## src/rtl/k16_front_panel.sv

```systemverilog
// k16_front_panel: panel-side endpoint of the K16 scanned front-panel link.
// Rebuilds the LED words once per frame and returns debounced switch nibbles.
module k16_front_panel #(
    parameter int SYNC_STAGES     = 2,
    parameter int DEBOUNCE_CYCLES = 250000
) (
    input  logic        clk,
    input  logic        reset,
    input  logic        io_clk,
    input  logic [2:0]  io_addr,
    input  logic [3:0]  io_leds,
    output logic [3:0]  io_switches,
    input  logic [15:0] addr_sw,
    input  logic [15:0] ctrl_sw,
    output logic [15:0] led_addr,
    output logic [15:0] led_data,
    output logic        locked,
    output logic        frame_sync,
    output logic        seq_error
);

    localparam int CW = $clog2(DEBOUNCE_CYCLES);

    logic [SYNC_STAGES-1:0]      clk_sync;
    logic [SYNC_STAGES-1:0][2:0] addr_sync;
    logic [SYNC_STAGES-1:0][3:0] leds_sync;

    logic       s_clk;
    logic       clk_d;
    logic       rise;
    logic       fall;
    logic [2:0] s_addr;
    logic [3:0] s_leds;

    assign s_clk  = clk_sync[SYNC_STAGES-1];
    assign s_addr = addr_sync[SYNC_STAGES-1];
    assign s_leds = leds_sync[SYNC_STAGES-1];

    always_ff @(posedge clk) begin
        if (reset) begin
            clk_sync  <= '0;
            addr_sync <= '0;
            leds_sync <= '0;
            clk_d     <= 1'b0;
            rise      <= 1'b0;
            fall      <= 1'b0;
        end else begin
            clk_sync  <= {clk_sync[SYNC_STAGES-2:0], io_clk};
            addr_sync <= {addr_sync[SYNC_STAGES-2:0], io_addr};
            leds_sync <= {leds_sync[SYNC_STAGES-2:0], io_leds};
            clk_d     <= s_clk;
            rise      <= s_clk & ~clk_d;
            fall      <= ~s_clk & clk_d;
        end
    end

    logic [CW-1:0] tick_cnt;
    logic          tick;
    logic [31:0]   raw;
    logic [31:0]   hist0;
    logic [31:0]   hist1;
    logic [31:0]   db;
    logic [31:0]   agree1;
    logic [31:0]   agree0;
    logic [15:0]   addr_db;
    logic [15:0]   ctrl_db;

    assign raw    = {ctrl_sw, addr_sw};
    assign tick   = (tick_cnt == CW'(DEBOUNCE_CYCLES - 1));
    assign agree1 = raw & hist0 & hist1;
    assign agree0 = ~(raw | hist0 | hist1);
    assign {ctrl_db, addr_db} = db;

    // a bit only moves once three consecutive tick samples agree
    always_ff @(posedge clk) begin
        if (reset) begin
            tick_cnt <= '0;
            hist0    <= '0;
            hist1    <= '0;
            db       <= '0;
        end else begin
            tick_cnt <= tick ? '0 : tick_cnt + CW'(1);
            if (tick) begin
                hist0 <= raw;
                hist1 <= hist0;
                db    <= agree1 | (db & ~agree0);
            end
        end
    end

    logic [2:0]  cap_slot;
    logic [2:0]  prev_addr;
    logic [2:0]  run_cnt;
    logic [2:0]  run_inc;
    logic        primed;
    logic        addr_ok;
    logic        commit;
    logic [31:0] shadow;
    logic [31:0] shadow_nxt;
    logic [3:0]  sw_nxt;

    assign cap_slot = s_addr - 3'd1;
    assign addr_ok  = (s_addr == prev_addr + 3'd1);
    assign run_inc  = (run_cnt == 3'd7) ? 3'd7 : run_cnt + 3'd1;
    assign commit   = fall && (cap_slot == 3'd7) && locked;

    // slot-7 nibble is bypassed so the commit sees the whole frame
    always_comb begin
        shadow_nxt = shadow;
        if (fall) begin
            shadow_nxt[{cap_slot, 2'b00} +: 4] = s_leds;
        end
    end

    always_comb begin
        sw_nxt = addr_db[{s_addr[1:0], 2'b00} +: 4];
        if (s_addr[2]) begin
            sw_nxt = ~ctrl_db[{s_addr[1:0], 2'b00} +: 4];
        end
    end

    always_ff @(posedge clk) begin
        if (reset) begin
            shadow      <= '0;
            led_addr    <= '0;
            led_data    <= '0;
            frame_sync  <= 1'b0;
            seq_error   <= 1'b0;
            locked      <= 1'b0;
            prev_addr   <= '0;
            run_cnt     <= '0;
            primed      <= 1'b0;
            io_switches <= 4'hF;
        end else begin
            shadow     <= shadow_nxt;
            frame_sync <= commit;
            seq_error  <= 1'b0;
            if (commit) begin
                {led_data, led_addr} <= shadow_nxt;
            end
            if (fall) begin
                io_switches <= sw_nxt;
            end
            if (rise) begin
                prev_addr <= s_addr;
                primed    <= 1'b1;
                if (primed && addr_ok) begin
                    run_cnt <= run_inc;
                    if (run_inc == 3'd7 && s_addr == 3'd0) begin
                        locked <= 1'b1;
                    end
                end else if (primed) begin
                    run_cnt <= 3'd0;
                    if (locked) begin
                        seq_error <= 1'b1;
                        locked    <= 1'b0;
                    end
                end
            end
        end
    end

endmodule
```

## config.mk

```make
export PLATFORM = sky130hd
export DESIGN_NAME = k16_front_panel
export DESIGN_NICKNAME = d
export VERILOG_FILES = /design/src/rtl/k16_front_panel.sv
export SDC_FILE = /design/constraint.sdc
export NUM_CORES = 1
export LEC_CHECK = 0
export ABC_AREA = 1
export CAP_MARGIN = 20
export CORE_ASPECT_RATIO = 0.8
export CORE_MARGIN = 2
export CORE_UTILIZATION = 50
export DETAILED_ROUTE_END_ITERATION = 16
export PLACE_DENSITY = 0.71
export SLEW_MARGIN = 20
export SYNTH_ARGS = -nofsm -noshare
export SYNTH_HDL_FRONTEND = slang
export SYNTH_SLANG_ARGS = --single-unit
```

## constraint.sdc

```tcl
create_clock -name clk -period 3.8 [get_ports clk]
set_clock_uncertainty 0.05 [all_clocks]
set_input_delay 0.38 -clock clk [delete_from_list [all_inputs] [get_ports clk]]
set_output_delay 0.38 -clock clk [all_outputs]
set_load 0.02 [all_outputs]
```

==> results.txt, run 1 <==
Via-to-Cell Ratio = 5.066
CTS tree = yes
Synth area leader = dfxtp_1
Critical Path RT = 4.14 ns
number of synthesis warnings = 0
core area = 18,220 um2
total chip power = 4.602 mW
Worst-Margin Slew = 1.024 ns
Die Height = 126.2 um
GRT Util Overall = 21.38%
I/O Buffers = 80
pin count of the biggest net entering global routing = 181
Final Setup Violations = 0
Finished Layout Cells = 1,675
clk buf depth = 3
TritonCTS Sinks = 211
peak supply drop = 0.0002788 V
I/O pin total = 81
CP max FO = 17
syn_nets = 1,417
sequential fraction of the synthesis area = 45.26%
max-slew violation count = 0
wire length per cell = 12.65 um
Starting Density = 51.22%
clk root buf = clkbuf_16
nature of the critical path startpoint = flip-flop
placed cells = 1,637
cell leakage power = 4.294 nW
Crit path largest cell delay = 0.42 ns
Antenna Nets Post-Route = 0
CTS H-Tree Depth = 1
DP HPWL = 13,340 um
Diodes inserted = 0
Final Cycle Share = 75.59%
Num CTS Buffers = 22
post-cts repair resize count = 0
initial antenna violation count = 0
vias in the first global route = 7,467
drt drc = 0
post-synthesis cell area = 9333 um2
DIE AREA = 19,780 um2
dpl ws = 1.003 ns
DR pass1 iterations = 6
Worst slew margin = 31.75%
Detailed Route WL = 21,180 um
fmax = 0.3481 GHz
main area contributors after synthesis = dfxtp_1 (45%), nand2_1 (13%), nand3_1 (10%)
clk slew on worst S/H paths = 0.07 ns
Setup CP Type = reg -> reg
Routability Congestion = 0.8952
Fin Setup TNS = 0 ns
minimum clock period = 2.872 ns
initial detailed-routing violation count = 883
share of layout cells above drive strength 1 = 4.149%
status = complete, no violations
synthesized flop and latch total = 211
first-pass GRT wire length = 35,580 um
Die X = 156.7 um
Critical Path, Cell by Cell = inv_1, ha_1, inv_1, nand2_1, nand2_2, ha_1, nor2_2, inv_1, nor2_2, nand2_1, nand2_1, nand3_1, nand2_1, inv_1
critical path's slowest cell = inv_1
Cell variety after synth = 27
min setup slack post-route = 0.9276 ns
Critical Path AT = 3.21 ns
RSZ-0062 raised after global routing = false
Syn-to-layout area delta = 17.44%
CP Capture Type = flip-flop
nets@finish = 1,459
Synth top area share = 45.26%
# hold bufs at CTS = 0
DR vias = 8,485
Max-cap violations = 0
clk_lat worst skew = 0.50 ns
GRT overflow = 0
Final Hold Viols = 0
Pwr per Cell Area = 419.9 nW/um2
worst min path class = in -> reg
placement row count = 44
post-CTS setup buffers = 0
Avg Inst Size Synth = 6.832 um2
cell count after synthesis = 1,366
[Yosys cell counts]
master / count
a211oi_1: 1
a21oi_1: 145
a31oi_1: 1
buf_1: 3
buf_2: 19
buf_4: 2
buf_6: 4
clkbuf_1: 41
dfxtp_1: 211
ha_1: 9
inv_1: 158
inv_2: 3
nand2_1: 332
nand2_2: 2
nand3_1: 195
nand3_2: 1
nand4_1: 14
nor2_1: 141
nor2_2: 4
nor2_4: 2
nor3_1: 8
o211ai_1: 4
o21ai_0: 57
o21bai_1: 1
or2_2: 4
xnor2_1: 1
xor2_1: 3
[per-stage QoR]
step | instance area (um2) | util [%] | hold WS [ns]
after floorplan | 9333 | - | 0.3383
final | 10960 | 60.15 | 0.3408
after global placement | 10220 | 56.07 | 0.3452
after detailed placement | 10220 | 56.07 | 0.3454
after CTS | 10960 | 60.15 | 0.3349
after global routing | 10960 | 60.15 | 0.3565
[worst max-delay path: cells and delay by family (launching register included)]
kind	cells	cell delay, ns
simple gates	8	1.05
flops	1	0.38
fa+ha+maj	2	0.64
buf+inv	4	0.65
[area by class of cell]
class	count	area (um2)
Timing Repair Buffer	87	875.8
Multi-Input combinational cell	925	4197
Inverter	161	604.3
Tap cell	253	316.6
Clock buffer	32	659.4
Fill cell	1697	7262
Sequential cell	211	4224
Clock inverter	6	83.83
[placed cells by master (no fill, tap or decap), drive strengths merged]
cell / count
a211oi: 1
ha: 9
a31oi: 1
clkinv: 4
nor3: 8
nand2: 334
xor2: 3
or2: 4
o21ai: 57
a21oi: 145
nand4: 14
nand3: 196
bufinv: 2
nor2: 147
clkbuf: 32
inv: 161
buf: 8
xnor2: 1
o21bai: 1
o211ai: 4
clkdlybuf4s50: 79
dfxtp: 211
[cells by family (layout without fill, tap and decap cells)]
logic type               Yosys count  in the layout  synth area share (%)
XOR/XNOR                           4              4                0.3755
buffers and inverters            230            286                 9.907
AO/OA/AOI/OAI                    209            209                 11.38
adder cells (fa/ha/maj)            9              9                 1.207
AND/OR/NAND/NOR                  703            703                 31.87
flip-flops                       211            211                 45.26
[sequential cells by signal, indices dropped and copies added (netlist names), 2 cells and up]
signal,cells
db,32
hist0,32
hist1,32
shadow,32
tick_cnt,18
led_addr,16
led_data,16
io_switches,4
leds_sync,4
s_leds,4
addr_sync,3
prev_addr,3
run_cnt,3
s_addr,3
clk_sync,2
[worst paths after layout]
| kind | start | end | slack, ns | depth (start not counted) |
|---|---|---|---|---|
| worst min register to register | clk_sync[0]$_SDFF_PP0_ | clk_sync[1]$_SDFF_PP0_ | 0.35 | 2 |
| worst max-delay path | s_addr[1]$_SDFF_PP0_ | led_data[15]$_SDFFE_PP0P_ | 0.93 | 14 |
| worst min-delay path | io_addr[2] | addr_sync[2]$_SDFF_PP0_ | 0.34 | 3 |
| worst max register to register | s_addr[1]$_SDFF_PP0_ | led_data[15]$_SDFFE_PP0P_ | 0.93 | 14 |
[power breakdown]
group	switching [mW]	internal [mW]	total, mW
clock	0.856	1.34	2.19
sequential	0.0110	2.23	2.24
combinational	0.105	0.0679	0.173
total	0.972	3.63	4.60
[routing by layer]
metal / GRT usage [%] / wire, um / share of wire [%] / vias up
li1: - / - / - / 4445
met1: 33.13 / 10930 / 52 / 3830
met2: 31.66 / 8903 / 42 / 184
met3: 3.097 / 1039 / 4.9 / 26
met4: 3.940 / 310 / 1.5 / 0
met5: 0 / 0 / 0 / -
Note: power is estimated with default switching activity, not from simulation.
==> run 2: changes to the inputs <==
--- a/config.mk
+++ b/config.mk
@@ -11,7 +11,7 @@
 export CORE_MARGIN = 2
 export CORE_UTILIZATION = 50
 export DETAILED_ROUTE_END_ITERATION = 16
-export PLACE_DENSITY = 0.71
+export PLACE_DENSITY = 0.73
 export SLEW_MARGIN = 20
 export SYNTH_ARGS = -nofsm -noshare
 export SYNTH_HDL_FRONTEND = slang
==> constraint.sdc (replaced) <==
create_clock -name clk -period 2.5 [get_ports clk]
set_clock_uncertainty 0.05 [all_clocks]
set_input_delay 0.25 -clock clk [delete_from_list [all_inputs] [get_ports clk]]
set_output_delay 0.25 -clock clk [all_outputs]
set_load 0.02 [all_outputs]
==> run 2 against run 1 <==
- sequential share of layout area shrank 0.12 points
- critical endpoint is now led_addr[3]$_SDFFE_PP0P_
- worst setup slack got worse by 0.65 ns
- routed wire length about the same
- largest power group unchanged
==> results.txt, run 2 (synthesis results as in run 1) <==
clk slew on worst S/H paths = 0.06 ns
worst min path class = in -> reg
Syn-to-layout area delta = 17.80%
Diodes inserted = 0
min setup slack post-route = 0.2768 ns
pin count of the biggest net entering global routing = 181
status = complete, no violations
Starting Density = 51.22%
Die X = 156.7 um
max-slew violation count = 0
fmax = 0.4498 GHz
nature of the critical path startpoint = flip-flop
Final Cycle Share = 88.93%
Critical Path RT = 2.85 ns
Final Cell Area = 10,990 um2
I/O pin total = 81
Finished Layout Cells = 1,682
placed cells = 1,645
Num CTS Buffers = 21
Fin Setup TNS = 0 ns
post-cts repair resize count = 0
# hold bufs at CTS = 0
drt drc = 0
cell leakage power = 4.314 nW
Pwr per Cell Area = 621.8 nW/um2
CP Capture Type = flip-flop
CP max FO = 16
placed cell areas = 10,300 um2
peak supply drop = 0.0003659 V
DR pass1 iterations = 5
Multi-input gate area = 4207 um2
# fillers = 1,711
clock power share = 46.3%
clk_lat worst skew = 0.49 ns
Switching Share = 21.56%
I/O Buffers = 80
commonest non-fill, non-tap cell in the layout = nand2_1
CTS H-Tree Depth = 1
net switching power = 1.474 mW
placement row count = 44
Critical Path AT = 2.57 ns
DIE AREA = 19,780 um2
DR vias = 8,490
sequential fraction of design power = 49.7%
Final Setup Violations = 0
first-pass GRT wire length = 35,650 um
Detailed Route WL = 21,190 um
Via-to-Cell Ratio = 5.048
RSZ-0062 raised after global routing = false
post-CTS setup buffers = 0
initial antenna violation count = 0
Die Height = 126.2 um
share of layout cells above drive strength 1 = 4.829%
DP HPWL = 13,570 um
P_int = 5.362 mW
Final Hold Viols = 0
vias in the first global route = 7,406
GRT Util Overall = 21.42%
Worst slew margin = 33.20%
Logic pwr share = 4.0%
Max-cap violations = 0
Worst-Margin Slew = 1.002 ns
Register Area = 4224 um2
initial detailed-routing violation count = 755
minimum clock period = 2.223 ns
Routability Congestion = 0.8551
nets@finish = 1,466
clk root buf = clkbuf_16
GRT overflow = 0
Antenna Nets Post-Route = 0
dpl ws = 0.3157 ns
commonest cells after routing, fill and taps aside = nand2_1 (332), dfxtp_1 (211), nand3_1 (193), inv_1 (158), a21oi_1 (145)
CTS tree = yes
TritonCTS Sinks = 211
core area = 18,220 um2
Setup CP Type = reg -> reg
wire length per cell = 12.60 um
clk buf depth = 3
[run 2: cell count changes in the layout (fill, tap and decap cells not counted), sizes merged]
cell / delta
inv: +1
buf: +8
clkinv: +2
clkinvlp: +1
clkbuf: -5
[run 2: final timing paths]
kind,depth (start not counted),slack [ns],startpoint,end
max,12,0.28,s_addr[1]$_SDFF_PP0_,led_addr[3]$_SDFFE_PP0P_
min,3,0.22,io_leds[1],leds_sync[1]$_SDFF_PP0_
max reg2reg,12,0.28,s_addr[1]$_SDFF_PP0_,led_addr[3]$_SDFFE_PP0P_
min reg2reg,2,0.35,leds_sync[3]$_SDFF_PP0_,s_leds[3]$_SDFF_PP0_
[run 2: through the flow]
step                hold slack [ns]  util, %  total power [mW]
floorplan                    0.3070        -             3.617
global placement             0.3429    56.52             3.743
detailed placement           0.3454    56.52             3.746
CTS                          0.2048    60.33             6.902
global route                 0.2405    60.33             7.091
finish                       0.2183    60.33             6.837
[run 2: critical path: stages, from the launching register on]
cell and delay, ns:
dfxtp_1 0.33, inv_1 0.06, buf_4 0.19, ha_1 0.22
ha_1 0.33, nor2_4 0.20, inv_1 0.10, nor2_2 0.21
nand2_1 0.16, nand2_1 0.12, nand3_1 0.07, nand2_1 0.07
inv_1 0.03
[run 2: power by group through the flow]
stage	Clock, mW	Sequential [mW]	Combinational (mW)
2_1_floorplan	0	3.47	0.147
3_3_place_gp	0	3.47	0.270
3_5_place_dp	0	3.47	0.273
4_1_cts	3.23	3.40	0.274
5_1_grt	3.39	3.40	0.306
6_report	3.16	3.40	0.275
[run 2: final cells by class]
class | count | area share [%]
flip-flops and latches | 211 | 38.42
clock inverters | 10 | 0.9673
clock buffers | 27 | 5.349
inverters | 161 | 5.497
multi-input cells | 925 | 38.26
well taps | 253 | 2.879
repair buffers | 95 | 8.626
[run 2: metal layers]
layer	GRT usage (%)	routed length [um]
met5	0	0
met4	4.263	335
met3	3.131	1158
met2	32.04	8956
met1	32.78	10740
==> run 3: changes to the inputs <==
--- a/config.mk
+++ b/config.mk
@@ -7,11 +7,13 @@
 export LEC_CHECK = 0
 export ABC_AREA = 1
 export CAP_MARGIN = 20
+export CELL_PAD_IN_SITES_DETAIL_PLACEMENT = 0
+export CELL_PAD_IN_SITES_GLOBAL_PLACEMENT = 2
 export CORE_ASPECT_RATIO = 0.8
 export CORE_MARGIN = 2
-export CORE_UTILIZATION = 50
+export CORE_UTILIZATION = 29
 export DETAILED_ROUTE_END_ITERATION = 16
-export PLACE_DENSITY = 0.73
+export PLACE_DENSITY_LB_ADDON = 0.1
 export SLEW_MARGIN = 20
 export SYNTH_ARGS = -nofsm -noshare
 export SYNTH_HDL_FRONTEND = slang
==> run 3 against run 2 <==
- worst setup slack better by 0.0035 ns
- via count is 1.4% lower
- sequential share of layout area is 1.5 points lower
- die area is 70% higher
- critical path type unchanged
- critical endpoint is now led_data[8]$_SDFFE_PP0P_
- largest cell class unchanged
- highest routed layer unchanged
==> results.txt, run 3 (synthesis results as in run 1) <==
Hold Path Stages = 2
Die X = 204.6 um
min setup slack post-route = 0.2804 ns
fmax = 0.4505 GHz
Final Setup Violations = 0
Crit path buffers/inverters = 2
worst min path class = in -> reg
commonest non-fill, non-tap cell in the layout = nand2_1
CP max FO = 5
Finished Layout Cells = 1,863
CTS tree = yes
Via-to-Cell Ratio = 4.495
first-pass GRT wire length = 41,850 um
Syn-to-layout area delta = 22.64%
commonest cells after routing, fill and taps aside = nand2_1 (332), dfxtp_1 (211), nand3_1 (193), inv_1 (158), a21oi_1 (144)
Worst-Margin Slew = 0.5811 ns
R2R depth = 12
critical path depth = 12
clk buf depth = 3
Antenna Nets Post-Route = 0
net switching power = 1.655 mW
clk_lat worst skew = 0.52 ns
Final Hold Slack = 0.01781 ns
minimum clock period = 2.220 ns
DR vias = 8,375
Logic pwr share = 4.0%
Switching Share = 22.62%
Critical Path, Cell by Cell = inv_1, ha_1, inv_1, nand2_1, nand2_2, ha_1, nor2_4, nand2_1, a21oi_1, nand2_1, nand2_1, a21oi_1
placement row count = 58
Die Height = 164.5 um
I/O Buffers = 80
peak supply drop = 0.0004348 V
Setup CP Type = reg -> reg
clk root buf = clkbuf_16
Detailed Route WL = 25,830 um
Critical Path AT = 2.57 ns
Register Area = 4224 um2
initial detailed-routing violation count = 498
post-cts repair resize count = 0
Starting Density = 29.56%
wire length per cell = 13.87 um
placed cells = 1,819
core area = 31,570 um2
initial antenna violation count = 0
pin count of the biggest net entering global routing = 96
Worst slew margin = 61.26%
P_int = 5.660 mW
DIE AREA = 33,640 um2
Diodes inserted = 0
sequential fraction of design power = 46.5%
RSZ-0062 raised after global routing = false
nets@finish = 1,477
Crit path largest cell delay = 0.33 ns
# hold bufs at CTS = 0
DP HPWL = 16,970 um
DR pass1 iterations = 5
GRT Util Overall = 15.33%
share of layout cells above drive strength 1 = 5.821%
CP top delay family = simple AND/OR/NAND/NOR gates
Fin Setup TNS = 0 ns
Final Cell Area = 11,450 um2
post-CTS setup buffers = 0
max-slew violation count = 0
Pwr per Cell Area = 639.0 nW/um2
Final Hold Viols = 0
clock power share = 49.6%
Num CTS Buffers = 25
drt drc = 0
status = complete, no violations
Most common cell on crit path = nand2_1
Critical Path RT = 2.85 ns
nature of the critical path startpoint = flip-flop
Max-cap violations = 0
CP Capture Type = flip-flop
# fillers = 3,420
critical path's slowest cell = ha_1
GRT overflow = 0
vias in the first global route = 7,563
dpl ws = 0.2544 ns
TritonCTS Sinks = 211
Multi-input gate area = 4220 um2
I/O pin total = 81
placed cell areas = 10,620 um2
Final Cycle Share = 88.79%
clk slew on worst S/H paths = 0.06 ns
cell leakage power = 4.436 nW
Routability Congestion = 0.7469
CTS H-Tree Depth = 1
## run 3: cell count changes in the layout (fill, tap and decap cells not counted)
cell | before | now
buf_12 | 3 | 7
clkbuf_16 | 21 | 25
clkbuf_8 | 4 | 8
buf_4 | 13 | 15
nor2_2 | 3 | 1
nor2_4 | 3 | 5
a21oi_1 | 145 | 144
a21oi_2 | 0 | 1
buf_6 | 0 | 1
bufinv_16 | 2 | 1
clkinv_2 | 6 | 7
clkinvlp_4 | 1 | 0
## run 3: power by group through the flow
stage | sequential (mW) | combinational [mW] | clock [mW]
after floorplan | 3.47 | 0.147 | 0
after global placement | 3.47 | 0.296 | 0
after detailed placement | 3.47 | 0.294 | 0
after CTS | 3.40 | 0.295 | 3.77
after global routing | 3.40 | 0.325 | 3.91
final | 3.40 | 0.290 | 3.62
## run 3: worst reg2reg max path, stage by stage, from the launching register on
cell and delay [ns]:
dfxtp_1 0.32, inv_1 0.14, ha_1 0.21, inv_1 0.06, nand2_1 0.07, nand2_2 0.05, ha_1 0.33, nor2_4 0.14
nand2_1 0.10, a21oi_1 0.31, nand2_1 0.12, nand2_1 0.10, a21oi_1 0.07
## run 3: path summary, 6_finish.rpt
| kind | startpoint | endpoint | slack [ns] |
|---|---|---|---|
| setup reg to reg | s_addr[0]$_SDFF_PP0_ | led_data[8]$_SDFFE_PP0P_ | 0.28 |
| setup / recovery | s_addr[0]$_SDFF_PP0_ | led_data[8]$_SDFFE_PP0P_ | 0.28 |
| hold reg to reg | leds_sync[3]$_SDFF_PP0_ | s_leds[3]$_SDFF_PP0_ | 0.35 |
| hold / removal | reset | leds_sync[3]$_SDFF_PP0_ | 0.02 |
## run 3: per-layer routing
metal | track usage [%] | wire length (um) | vias to the layer above
met2 | 20.78 | 10070 | 109
li1 | - | - | 4493
met1 | 24.84 | 14510 | 3747
met3 | 2.526 | 916 | 26
met5 | 0 | 0 | -
met4 | 2.767 | 334 | 0
## run 3: cell type report
class	instances	share of cell area [%]
Clock inverter	9	0.6449
Multi-Input combinational cell	925	36.87
Sequential cell	211	36.90
Inverter	161	5.280
Clock buffer	35	6.493
Tap cell	420	4.591
Timing Repair Buffer	102	9.215
## run 3: per-stage QoR
step           utilization (%)  power [mW]
2_1_floorplan                -       3.617
3_3_place_gp             33.63       3.770
3_5_place_dp             33.63       3.769
4_1_cts                  36.21       7.461
5_1_grt                  36.26       7.637
6_report                 36.26       7.314
==> patch 1 (config.mk and constraints of run 1) <==
The parameter `SYNC_STAGES` goes from 2 to 4.
--- a/src/rtl/k16_front_panel.sv
+++ b/src/rtl/k16_front_panel.sv
@@ -1,7 +1,7 @@
 // k16_front_panel: panel-side endpoint of the K16 scanned front-panel link.
 // Rebuilds the LED words once per frame and returns debounced switch nibbles.
 module k16_front_panel #(
-    parameter int SYNC_STAGES     = 2,
+    parameter int SYNC_STAGES     = 4,
     parameter int DEBOUNCE_CYCLES = 250000
 ) (
     input  logic        clk,
Behaviour: not the same (Yosys sat finds a counterexample within 10 cycles, from zero or initial values and one cycle with reset high).
==> patch 1 against run 1 <==
  * Count of clock-buffer cells in the layout shrank 1
  * Fmax shrank 3.9%
  * Sequential cell count grew 16
  * Total power grew 3.7%
  * Synthesized cell count shrank 2.2%
  * Design area grew 3.0%
  * Non-clock buffer count shrank 1
  * Area after synthesis grew 3.7%
  * Combinational power shrank 16%
  * Routed wire length shrank 0.31%
  * Worst setup slack lost 0.12 ns
  * Highest routed layer unchanged
==> patch 1: results (changes against run 1) <==
* Tot GR Track Use at 20.2% (-1.2 points)
* Layout cell share with drive strength beyond 1 at 8.54% (+4.4 points)
* Initial antenna violation count at 0 (unchanged)
* Hold crit path type: input port to register
* Met2 WL post-DR at 9070 um (+1.9%)
* Max layer used: met4
* Gpl congestion at 0.795 (-11%)
* Final hold vios at 0 (unchanged)
* Max-Cap Viols at 0 (unchanged)
* Inserted Clock Buffers at 23 (+4.5%)
* Antenna Cells at 0 (unchanged)
* Post-synth top cells: nand2_1, dfxtp_1, nand3_1, nor2_1, a21oi_1
* Clock buffer depth at 3 (unchanged)
* Net Count, Synth at 1,387 (-2.1%)
* FF+latch count, synth at 227 (+7.6%)
* Post-DP Area at 0.0105 sq mm (+3.2%)
* CP arrival at 3.37 ns (+0.16 ns)
* LEAKAGE at 4.34 nW (+1.2%)
* Slew @ Worst Pin at 1.06 ns (+0.0334 ns)
* Switching share of power at 21.0% (-0.13 points)
* Synth warn at 0 (unchanged)
* Fraction of registers with async set/reset at 0% (unchanged)
* Wire length on met3 at 1090 um (+5.1%)
* Largest cells by area after synthesis: dfxtp_1, nand2_1, nand3_1
* CP max FO at 10 (-7)
* Main synth FF type: dfxtp_1
* Vias in the first global route at 7,362 (-1.4%)
* Outcome: finished clean
* HPWL after DPL at 13,400 um (+0.34%)
* Synth unique cells at 34 (+26%)
* Post-placement setup slack at 0.868 ns (-0.135 ns)
* Total routed wirelength at 21,100 um (-0.31%)
* VDD IR max at 267 uV (-4.2%)
* Post-placement cell count at 1,610 (-1.6%)
* First-pass GRT wire length at 35,400 um (-0.60%)
* Slowest stage delay, CP at 0.51 ns (+0.09 ns)
* Post_cts resized at 0 (unchanged)
* Initial DRC count at 636 (-28%)
* Largest net degree at the start of global routing at 197 (+8.8%)
* Register area share after synthesis at 47.0% (+1.7 points)
* Non-Filler Instances at 1,651 (-1.4%)
* Port buffer count at 80 (unchanged)
* Syn Area/Cell at 7.24 sq um (+6.0%)
* Fillers at 1,782 (+5.0%)
* Vias per inst at 5.09 (+0.54%)
* Routed length on met1 at 10,600 um (-2.9%)
* First-pass DRT Iterations at 6 (unchanged)
* CP max-delay cell: dfxtp_1
* Final design utilization at 59.5% (-0.64 points)
* Worst-skew pair later-pin latency at 0.51 ns
* Clock root buffer: clkbuf_16
* Postcts setup bufs at 0 (unchanged)
* Clock transition at path regs at roughly 0.06 ns
* H-Tree Depth at 1 (unchanged)
## patch 1: layout make-up
| cell class | instances | share of cell area [%] |
|---|---|---|
| repair buffers | 86 | 7.83 |
| multi-input cells | 918 | 38.4 |
| well taps | 258 | 2.86 |
| clock inverters | 10 | 0.964 |
| flip-flops and latches | 227 | 40.2 |
| inverters | 121 | 4.02 |
| clock buffers | 31 | 5.63 |
## patch 1: worst paths after layout
kind | startpoint | end | slack [ns] | cells past startpoint
setup / recovery | s_addr[1] | led_addr[9] | 0.81 | 15
hold / removal | reset | led_addr[8] | 0.33 | 4
setup reg to reg | s_addr[1] | led_addr[9] | 0.81 | 15
hold reg to reg | addr_sync[5] | addr_sync[8] | 0.35 | 2
## patch 1: cell families after synthesis
kind of cell,count (synthesis),synth area share (%)
compound gates,207,11.2
fa+ha+maj,9,1.16
simple gates,693,31.7
xor+xnor,9,0.815
flops,227,47.0
buf+inv,191,8.20
## patch 1: layer usage
metal	vias to the layer above	GRT usage, %
met5	-	0
li1	4386	-
met3	30	3.48
met1	3827	29.6
met4	0	3.85
met2	166	31.5
## patch 1: power groups by stage
stage                     sequential, W  clock [W]  combinational (W)
after floorplan                 0.00245          0          0.0000766
after global placement          0.00246          0           0.000145
after detailed placement        0.00246          0           0.000147
after CTS                       0.00240    0.00227           0.000148
after global routing            0.00240    0.00237           0.000162
final                           0.00240    0.00222           0.000146
## patch 1: worst max-delay path, delay by kind of cell, from the launching register on
kind                     cells  cell delay, ns
buffers and inverters        5            0.74
flip-flops                   1            0.51
AO/OA/AOI/OAI                1            0.14
AND/OR/NAND/NOR              7            0.83
adder cells (fa/ha/maj)      2            0.63
==> patch 2 (config.mk and constraints of run 1) <==
Without the edit above. One comparison of `tick_cnt` changes from == to >=.
--- a/src/rtl/k16_front_panel.sv
+++ b/src/rtl/k16_front_panel.sv
@@ -66,7 +66,7 @@
     logic [15:0]   ctrl_db;
 
     assign raw    = {ctrl_sw, addr_sw};
-    assign tick   = (tick_cnt == CW'(DEBOUNCE_CYCLES - 1));
+    assign tick   = (tick_cnt >= CW'(DEBOUNCE_CYCLES - 1));
     assign agree1 = raw & hist0 & hist1;
     assign agree0 = ~(raw | hist0 | hist1);
     assign {ctrl_db, addr_db} = db;
Behaviour: no difference found for any inputs over 10 cycles, from zero or initial values and one cycle with reset high; that may be too few to reach the edited logic, so the function may still have changed.
==> patch 2 against run 1 <==
  * Worst setup slack better by 0.13 ns
  * Critical path depth is 4 lower
  * Synthesized cell count is 4.4% lower
  * Total power is 3.8% lower
  * Sequential cell count stayed put
  * Final cell count is 4.2% lower
  * Via count is 4.6% lower
  * Sequential power hardly changed
  * Routed wire length is 3.7% lower
  * Area after synthesis is 0.93% lower
  * Combinational power is 7% higher
  * Design area is 1.4% lower
  * Largest power group unchanged
==> patch 2: results (changes against run 1) <==
* Outcome: finished clean
* Largest cells by area after synthesis: dfxtp_1, nand2_1, nor2_1
* Area fraction in compound gates after synthesis at 8.04% (-3.3 points)
* Postcts setup bufs at 0 (unchanged)
* Fillers at 1,670 (-1.6%)
* Clock buffer depth at 3 (unchanged)
* Gpl congestion at 0.900 (+0.56%)
* Post-placement setup slack at 1.08 ns (+0.0740 ns)
* Initial DRC count at 593 (-33%)
* Hold crit path type: input port to register
* Largest delay share family, worst path: simple AND/OR/NAND/NOR gates
* CP arrival at 3.08 ns (-0.13 ns)
* Post-DP Area at 0.0101 sq mm (-0.83%)
* Slew @ Worst Pin at 0.923 ns (-0.100 ns)
* R2r startpoint: s_addr[0]
* Nets at 1,412 (-3.2%)
* CP max FO at 24 (+7)
* Vias per inst at 5.05 (-0.36%)
* Total routed wirelength at 20,400 um (-3.7%)
* VDD IR max at 290 uV (+4.0%)
* Vias in the first global route at 7,308 (-2.1%)
* Register area share after synthesis at 45.7% (+0.42 points)
* Largest net degree at the start of global routing at 90 (-50%)
* Slowest stage delay, CP at 0.49 ns (+0.07 ns)
* Post_cts resized at 0 (unchanged)
* Post-Synth XOR/XNOR Area at 1.15% (+0.77 points)
* Synth unique cells at 34 (+26%)
* HPWL after DPL at 13,800 um (+3.3%)
* Layout cell share with drive strength beyond 1 at 5.90% (+1.7 points)
* Worst hold start: io_leds[2]
* Tot GR Track Use at 21.0% (-0.35 points)
* First-pass GRT wire length at 34,700 um (-2.5%)
* LEAKAGE at 4.55 nW (+5.9%)
* CTS Hold Buffers Added at 0 (unchanged)
* Port buffer count at 80 (unchanged)
* Adder-cell share of the synthesized area at 1.35% (+0.15 points)
* Post-synth top cells: nand2_1, dfxtp_1, nor2_1, inv_1, nand3_1
patch 2: cells by family (layout without fill, tap and decap cells):
logic type,count (synthesis),after routing
DFF,211,211
and+or+nand+nor,714,714
AOI/OAI and AO/OA,148,148
xor gates and xnor gates,10,10
adders and majority gates,10,10
buffers and inverters,213,281
patch 2: worst register-to-register path: stages (launching register included):
cell	delay [ns]
dfxtp_1	0.31
inv_1	0.49
ha_1	0.42
nand2_1	0.10
inv_1	0.05
nand2_1	0.46
nand2_1	0.34
nand2_1	0.12
o21ai_0	0.09
o21ai_0	0.16
inv_1	0.05
patch 2: cell type report:
class	count	area, sq um	share of cell area, %
inverter	150	563	5.21
multi-input combinational	882	4150	38.4
timing repair buffer	93	908	8.40
sequential	211	4220	39.1
clock inverter	8	57.6	0.532
tap	230	288	2.66
clock buffer	30	621	5.74
patch 2: metal layers:
metal  wire length, um  global-route usage (%)  vias up
met4               253                    3.89        0
li1                  -                       -     4280
met1             10500                    31.4     3598
met2              8440                    31.8      194
met3              1170                    4.30       24
met5                 0                       0        -
patch 2: path summary, 6_finish.rpt:
check | to | slack, ns | cells past startpoint
setup reg to reg | led_data[15] | 1.06 | 10
hold / removal | leds_sync[2] | 0.34 | 3
hold reg to reg | s_addr[0] | 0.35 | 2
setup / recovery | led_data[15] | 1.06 | 10
patch 2: where the power goes:
group          switching, W  internal (W)
combinational      0.000114     0.0000708
clock              0.000861       0.00115
sequential       0.00000963       0.00223
patch 2: through the flow:
stage,power (W),instances
6_report,0.00443,1604
5_1_grt,0.00459,1604
4_1_cts,0.00448,1604
3_5_place_dp,0.00247,1566
3_3_place_gp,0.00247,1566
2_1_floorplan,0.00238,1306
